File: src/rtl/wb_if.sv
// wb_if: memory-stage to writeback-stage instruction handoff bus.
interface wb_if #(parameter int XLEN = 32, parameter int RA_W = 5);
  logic            in_valid;
  logic            in_ready;
  logic            in_flush;
  logic [RA_W-1:0] in_rd;
  logic            in_rd_we;
  logic [1:0]      in_wb_sel;
  logic [XLEN-1:0] in_alu_result;
  logic [XLEN-1:0] in_pc;
  logic [XLEN-1:0] in_load_data;
  logic [2:0]      in_funct3;
  modport master (output in_valid, in_flush, in_rd, in_rd_we, in_wb_sel, in_alu_result,
                  in_pc, in_load_data, in_funct3, input in_ready);
  modport slave  (input in_valid, in_flush, in_rd, in_rd_we, in_wb_sel, in_alu_result,
                  in_pc, in_load_data, in_funct3, output in_ready);
endinterface

File: src/rtl/wb_stage.sv
// wb_stage: writeback stage; holds one retiring instruction, selects its result and
// drives the register-file write port, forwarding copy, fault report and instret.
module wb_stage #(
  parameter int XLEN  = 32,
  parameter int RA_W  = 5,
  parameter int CNT_W = 64
) (
  input  logic             clk,
  input  logic             rst_n,
  input  logic             wb_stall,
  wb_if.slave              up,
  output logic             rf_write_en,
  output logic [RA_W-1:0]  rf_write_reg,
  output logic [XLEN-1:0]  rf_write_data,
  output logic             fwd_valid,
  output logic [RA_W-1:0]  fwd_rd,
  output logic [XLEN-1:0]  fwd_data,
  output logic             exc_valid,
  output logic [1:0]       exc_cause,
  output logic [CNT_W-1:0] instret
);
  logic            valid, rd_we;
  logic [RA_W-1:0] rd;
  logic [1:0]      wb_sel;
  logic [XLEN-1:0] alu, pc, ld;
  logic [2:0]      f3;
  logic [1:0]      lo, cause;
  logic [7:0]      bsel;
  logic [15:0]     hsel;
  logic [XLEN-1:0] ld_val, result;
  logic            fault;
  assign up.in_ready = !wb_stall;
  assign lo   = alu[1:0];
  assign bsel = ld[{lo, 3'b000} +: 8];
  assign hsel = ld[{lo[1], 4'b0000} +: 16];
  always_comb begin
    cause  = (f3 == 3'b000 || f3 == 3'b100) ? 2'b00 :
             (f3 == 3'b001 || f3 == 3'b101) ? {1'b0, lo[0]} :
             (f3 == 3'b010)                 ? {1'b0, |lo} : 2'b10;
    ld_val = f3[1] ? ld :
             f3[0] ? {{(XLEN-16){hsel[15] & ~f3[2]}}, hsel} :
                     {{(XLEN-8){bsel[7] & ~f3[2]}}, bsel};
    result = (wb_sel == 2'b01) ? ld_val :
             (wb_sel == 2'b10) ? pc + {{(XLEN-3){1'b0}}, 3'd4} : alu;
  end
  assign fault         = (wb_sel == 2'b01) && |cause;
  assign rf_write_en   = valid && rd_we && |rd && !fault && !wb_stall;
  assign rf_write_reg  = valid ? rd : '0;
  assign rf_write_data = valid ? result : '0;
  assign fwd_valid     = rf_write_en;
  assign fwd_rd        = rf_write_reg;
  assign fwd_data      = rf_write_data;
  assign exc_valid     = valid && fault && !wb_stall;
  assign exc_cause     = exc_valid ? cause : 2'b00;
  always_ff @(posedge clk or negedge rst_n) begin
    if (!rst_n) begin
      valid   <= 1'b0;
      rd      <= '0;
      rd_we   <= 1'b0;
      wb_sel  <= 2'b00;
      alu     <= '0;
      pc      <= '0;
      ld      <= '0;
      f3      <= 3'b000;
      instret <= '0;
    end else if (!wb_stall) begin
      // a held entry always completes here, even when the offer is flushed
      if (valid && !fault) instret <= instret + CNT_W'(1);
      valid <= up.in_valid && !up.in_flush;
      if (up.in_valid && !up.in_flush) begin
        rd     <= up.in_rd;
        rd_we  <= up.in_rd_we;
        wb_sel <= up.in_wb_sel;
        alu    <= up.in_alu_result;
        pc     <= up.in_pc;
        ld     <= up.in_load_data;
        f3     <= up.in_funct3;
      end
    end
  end
endmodule

File: src/flat_wrapper.sv
// flat-port wrapper written by rule: the top's interface ports become plain ports
module wb_stage_flat 
#(
  parameter int XLEN  = 32,
  parameter int RA_W  = 5,
  parameter int CNT_W = 64
)
  (clk, rst_n, wb_stall, rf_write_en, rf_write_reg, rf_write_data, fwd_valid, fwd_rd, fwd_data, exc_valid, exc_cause, instret, up_in_valid, up_in_flush, up_in_rd, up_in_rd_we, up_in_wb_sel, up_in_alu_result, up_in_pc, up_in_load_data, up_in_funct3, up_in_ready);
  wb_if #(.XLEN(XLEN), .RA_W(RA_W)) up_i ();
  input  logic clk;
  input  logic rst_n;
  input  logic wb_stall;
  output logic rf_write_en;
  output logic [RA_W-1:0] rf_write_reg;
  output logic [XLEN-1:0] rf_write_data;
  output logic fwd_valid;
  output logic [RA_W-1:0] fwd_rd;
  output logic [XLEN-1:0] fwd_data;
  output logic exc_valid;
  output logic [1:0] exc_cause;
  output logic [CNT_W-1:0] instret;
  input wire logic [$bits(up_i.in_valid)-1:0] up_in_valid;
  input wire logic [$bits(up_i.in_flush)-1:0] up_in_flush;
  input wire logic [$bits(up_i.in_rd)-1:0] up_in_rd;
  input wire logic [$bits(up_i.in_rd_we)-1:0] up_in_rd_we;
  input wire logic [$bits(up_i.in_wb_sel)-1:0] up_in_wb_sel;
  input wire logic [$bits(up_i.in_alu_result)-1:0] up_in_alu_result;
  input wire logic [$bits(up_i.in_pc)-1:0] up_in_pc;
  input wire logic [$bits(up_i.in_load_data)-1:0] up_in_load_data;
  input wire logic [$bits(up_i.in_funct3)-1:0] up_in_funct3;
  output wire logic [$bits(up_i.in_ready)-1:0] up_in_ready;
  assign up_i.in_valid = up_in_valid;
  assign up_i.in_flush = up_in_flush;
  assign up_i.in_rd = up_in_rd;
  assign up_i.in_rd_we = up_in_rd_we;
  assign up_i.in_wb_sel = up_in_wb_sel;
  assign up_i.in_alu_result = up_in_alu_result;
  assign up_i.in_pc = up_in_pc;
  assign up_i.in_load_data = up_in_load_data;
  assign up_i.in_funct3 = up_in_funct3;
  assign up_in_ready = up_i.in_ready;
  wb_stage #(.XLEN(XLEN), .RA_W(RA_W), .CNT_W(CNT_W)) u_core (.clk(clk), .rst_n(rst_n), .wb_stall(wb_stall), .up(up_i), .rf_write_en(rf_write_en), .rf_write_reg(rf_write_reg), .rf_write_data(rf_write_data), .fwd_valid(fwd_valid), .fwd_rd(fwd_rd), .fwd_data(fwd_data), .exc_valid(exc_valid), .exc_cause(exc_cause), .instret(instret));
endmodule
File: config.mk
export PLATFORM = sky130hd
export DESIGN_NAME = wb_stage_flat
export DESIGN_NICKNAME = d
export VERILOG_FILES = /design/src/rtl/wb_if.sv /design/src/rtl/wb_stage.sv /design/src/flat_wrapper.sv
export SDC_FILE = /design/constraint.sdc
export NUM_CORES = 1
export LEC_CHECK = 0
export ABC_CLOCK_PERIOD_IN_PS = 6850
export BUFFER_PORTS_ARGS = -buffer_cell sky130_fd_sc_hd__buf_4
export CAP_MARGIN = 20
export CELL_PAD_IN_SITES_DETAIL_PLACEMENT = 0
export CELL_PAD_IN_SITES_GLOBAL_PLACEMENT = 1
export CORE_MARGIN = 5
export CORE_UTILIZATION = 44
export DETAILED_ROUTE_END_ITERATION = 16
export PLACE_DENSITY_LB_ADDON = 0.1
export SLEW_MARGIN = 10
export SYNTH_ARGS = -nofsm -noshare
export SYNTH_HDL_FRONTEND = slang
export SYNTH_SLANG_ARGS = --single-unit
File: constraint.sdc
create_clock -name clk -period 6.85 [get_ports clk]
set_input_delay 1.37 -clock clk [delete_from_list [all_inputs] [get_ports clk]]
set_output_delay 1.37 -clock clk [all_outputs]
set_load 0.1 [all_outputs]
# After elaboration in Yosys (flattened, before gate mapping)
# Index checks and enable logic that the tools add are counted.
[classes]
bitwise = 4
n_addsub = 2
mux = 10
n_shift = 2
reduce_logical = 20
eq_ne = 6
[ops]
columns = ["cell", "n"]
rows = [
  ["32-bit two-way mux", 5],
  ["64-bit by 1-bit adder with 64-bit output (second input constant)", 1],
  ["32-bit by 3-bit adder with 32-bit output (second input constant)", 1],
  ["32-bit by 6-bit indexed part select with 16-bit output", 1],
  ["32-bit by 6-bit indexed part select with 8-bit output", 1],
  ["1-bit logical AND", 9],
  ["2-bit two-way mux", 4],
  ["3-bit == test (second input constant)", 2],
  ["5-bit two-way mux", 1],
  ["5-bit OR reduction", 1],
  ["2-bit AND reduction", 2],
  ["2-bit OR reduction", 2],
  ["3-bit by 1-bit == test with 1-bit output (second input constant)", 1],
  ["3-bit by 2-bit == test with 1-bit output (second input constant)", 1],
  ["1-bit logical NOT", 3],
  ["3-bit logical NOT", 1],
  ["1-bit AND", 2],
  ["2-bit by 1-bit == test with 1-bit output (second input constant)", 1],
  ["2-bit == test (second input constant)", 1],
  ["1-bit logical OR", 2],
  ["1-bit inverter", 2],
]
[word_totals]
register_bits = 172
inputBits = 112
elab_cells = 53

# Longest topological paths before layout
[logic_depth]
word_depth = 9
mapped_depth = 8

# Least setup slack after synthesis
# No wires, ideal clock.
[synth_timing]
path_type = "input port to output port"
start = "input port wb_stall"
end = "output port exc_cause[1]"
required_ns = 5.480
path_buffers = 0
stages = 3
path_slack_ns = 0.264
arrival_time_ns = 5.216
cell_sequence = "inv_1 -> and3_1 -> nor3b_1"
[synth_via]
elab_chain_cells = 3
[synth_rtl]
columns = ["item", "line_no", "text"]
rows = [
  ["start, declared", "flat_wrapper.sv:12", "input logic wb_stall;"],
  ["1-bit logical NOT", "wb_stage.sv:53", "assign exc_valid = valid && fault && !wb_stall;"],
  ["1-bit logical AND", "wb_stage.sv:53", ""],
  ["named net exc_valid", "flat_wrapper.sv:19", "output logic exc_valid;"],
  ["2-bit two-way mux", "wb_stage.sv:54", "assign exc_cause = exc_valid ? cause : 2'b00;"],
  ["end, declared", "flat_wrapper.sv:20", "output logic [1:0] exc_cause;"],
]
# The timed path passes the listed nets, and every way through them passes these cells.

# Worst setup path after layout
[layout_timing]
start = "register u_core.wb_sel[0]"
end = "output port rf_write_data[11]"
[layout_via]
elab_chain_cells = 4
word_cells_on_any_way = 5
classes_between = "eq/ne (2); mux (3)"
[layout_rtl]
columns = ["item", "line_no", "text"]
rows = [
  ["start, declared", "wb_stage.sv:24", "logic [1:0] wb_sel;"],
  ["start signal, assigned", "wb_stage.sv:73", "wb_sel <= up.in_wb_sel;"],
  ["2-bit == test", "wb_stage.sv:44", "(wb_sel == 2'b10) ? pc + {{(XLEN-3){1'b0}}, 3'd4} : alu;"],
  ["32-bit two-way mux", "wb_stage.sv:44", ""],
  ["32-bit two-way mux (*)", "wb_stage.sv:43", "result = (wb_sel == 2'b01) ? ld_val :"],
  ["32-bit two-way mux (*)", "wb_stage.sv:49", "assign rf_write_data = valid ? result : '0;"],
  ["end, declared", "flat_wrapper.sv:15", "output logic [XLEN-1:0] rf_write_data;"],
]
# Mark *: on every way between the ends. The rest lies on a longest branch, timed or not.

==> impl_metrics.env <==
export IMPL_drc=0
export IMPL_critical_path_cell_chain="inv_1, nor2_1, or2_2, o21ai_0, a211oi_1, buf_4"
export IMPL_grt_pass1_wl_microns=41600
export IMPL_fp_row_count=53
export IMPL_synth_common_cells="dfrtp_1 (172), mux2_2 (103), nand2_1 (64), xnor2_1 (59)"
export IMPL_ios=256
export IMPL_dp_cells=1324
export IMPL_cp_required_ns=5.48
export IMPL_hold_viol_final=0
export IMPL_slowest_stage="dfrtp_1"
export IMPL_fin_nets=1183
export IMPL_netlist_area_sq_um=9250
export IMPL_core_area_sq_um=20900
export IMPL_cts_made_buffers=17
export IMPL_leakage_nw=5.22
export IMPL_die_h_microns=155
export IMPL_maxSlewHeadroom_pct=30.0
export IMPL_antenna_found_initial=0
export IMPL_vdd_ir_drop_max_mv=0.180
export IMPL_p_per_area_nw_per_um2=292
export IMPL_synth_edf_count=0
export IMPL_period_share_pct=68.3
export IMPL_status="complete, no violations"
export IMPL_dr_pass1_iters=5
export IMPL_cts_tree="yes"
export IMPL_wl_per_cell_microns=19.3
export IMPL_fin_hold_ws_ns=0.473
export IMPL_syn_area_per_cell_sq_um=10.6
export IMPL_final_max_slew_viol_count=0
export IMPL_fp_dieW_microns=155
export IMPL_synth_cell_types=57
export IMPL_max_freq_mhz=214
export IMPL_ys_seq_elements=172
export IMPL_setup_viol=0
export IMPL_via_count=7287
export IMPL_root_buffer="clkbuf_16"
export IMPL_drtAntennaViolNets=0
export IMPL_crit_type="reg -> out"
export IMPL_worstHoldPathType="reg -> reg"
export IMPL_ctsLongestPathBuffers=2
export IMPL_cts_resized=0
export IMPL_clk_insertion_delay_late_ns=0.43
export IMPL_grt_usage_pct=21.9
export IMPL_drt_wl_total_microns=26200
export IMPL_drt_iter0_drc=397
export IMPL_yosysWarnings=0
export IMPL_grt_max_degree=86
export IMPL_diodes=0
export IMPL_crit_arrival_ns=3.31
export IMPL_place_congestion=0.840
export IMPL_skew_ns=0.0138
export IMPL_grt_overflow=0
export IMPL_synth_ff_type="dfrtp_1"
export IMPL_async_flop_share_pct=100
export IMPL_syn_num_nets=984
export IMPL_post_cts_buffers=0
export IMPL_cap_violations=0
export IMPL_cts_sinks=172
export IMPL_ys_top_cells_by_area="dfrtp_1 (47%), mux2_2 (13%), xnor2_1 (5.6%)"
export IMPL_tightest_slew_ns=1.05
export IMPL_grt_pass1_vias=7447
export IMPL_layout_min_cycle_time_ns=4.68
export IMPL_port_buffers=255
export IMPL_finalSetupTns_ns=0
export IMPL_layout_drive_gt1_share_pct=38.1
export IMPL_critPathCaptureType="output pin"
export IMPL_fin_cells=1357
export IMPL_area_growth_pct=26.8
export IMPL_critPathMaxFanout=32
export IMPL_yosys_area_top_type_share_pct=46.5
export IMPL_yosysTopAreaCell="dfrtp_1"
export IMPL_die_area_sq_um=24000
export IMPL_rsz0062_at_grt="no"
export IMPL_cp_start_kind="register"
export IMPL_netlist_instances=870
export IMPL_h_tree_depth=4
export IMPL_ctsHoldBuffers=0
export IMPL_dp_hpwl_microns=19700
export IMPL_synth_most_common_cell="dfrtp_1"
export IMPL_start_util_pct=44.3
export IMPL_cts_clk_slew_worst_paths_ns=0.08
export IMPL_cp_slowest_stage_delay_ns=1.01
export IMPL_viasPerCell=5.37
export IMPL_seq_area_frac_synth_pct=46.5
## per-stage QoR
stage | utilization, % | setup slack, ns | area [sq um] | total power [W]
2_1_floorplan | - | 0.264 | 9250 | 0.00219
3_3_place_gp | 53.2 | 2.66 | 11100 | 0.00246
3_5_place_dp | 53.2 | 2.62 | 11100 | 0.00246
4_1_cts | 56.1 | 2.13 | 11700 | 0.00346
5_1_grt | 56.1 | 1.87 | 11700 | 0.00358
6_report | 56.1 | 2.17 | 11700 | 0.00342
## metal layers
metal  vias to the layer above  track usage [%]  wire (microns)
li1                       3518                -               -
met1                      3523             30.4           11700
met2                       222             34.9           12500
met3                        24             5.23            1690
met4                         0             5.59             374
met5                         -                0               0
## worst paths after layout
path                                     from  depth (start not counted)                 end  slack (ns)
max in group asynchronous               rst_n                          2       u_core.ld[15]        4.83
min in group asynchronous               rst_n                          1  u_core.instret[62]        0.78
max reg2reg                  u_core.wb_sel[0]                          5  u_core.instret[44]        3.46
min reg2reg                u_core.instret[63]                          1  u_core.instret[63]        0.47
min                        u_core.instret[63]                          1  u_core.instret[63]        0.47
max                          u_core.wb_sel[0]                          6   rf_write_data[11]        2.17
## critical path, delay by kind of cell (launching register included)
family / cells / cell delay, ns
flops: 1 / 1.01
buf+inv: 2 / 0.55
compound gates: 2 / 0.59
simple gates: 2 / 0.72
## sequential cells by signal (all words and copies together), names as in the netlist
name	flops
u_core.pc	32
u_core.rd	5
u_core.alu	32
u_core.valid	1
u_core.f3	3
u_core.wb_sel	2
u_core.instret	64
u_core.rd_we	1
u_core.ld	32
## area by class of cell
class | count | area, sq um
inverter | 14 | 52.6
timing repair buffer | 262 | 1970
fill | 1900 | 9170
clock inverter | 13 | 153
sequential | 172 | 4300
tap | 275 | 344
clock buffer | 19 | 453
multi-input combinational | 602 | 4450
## logic make-up after synthesis
kind of cell,after synthesis,synth area share [%]
AND/OR/NAND/NOR,270,16.3
buffers and inverters,96,5.53
multiplexers,111,13.4
adder cells (fa/ha/maj),2,0.271
flip-flops,172,46.5
AO/OA/AOI/OAI,128,9.34
XOR/XNOR,91,8.62
## cell usage in the layout, fill, tap and decap left out, drive strengths merged, types with 13 or more instances in the layout
cell type	synthesis	final
nor2	36	36
a211oi	30	30
buf	48	262
o21ai	34	34
nand3	38	38
mux2	103	103
and4	13	13
dfrtp	172	172
o22ai	17	17
nand2	64	64
xor2	32	32
and3	17	17
clkbuf	34	19
nor3	23	23
xnor2	59	59
inv	14	19
nand4	28	28
## power by group
group	internal, W	switching, W	leakage, nW
sequential	0.00115	0.000186	2.16
combinational	0.000343	0.000763	2.76
clock	0.000509	0.000473	0.293
(Power assumes the default switching activity.)
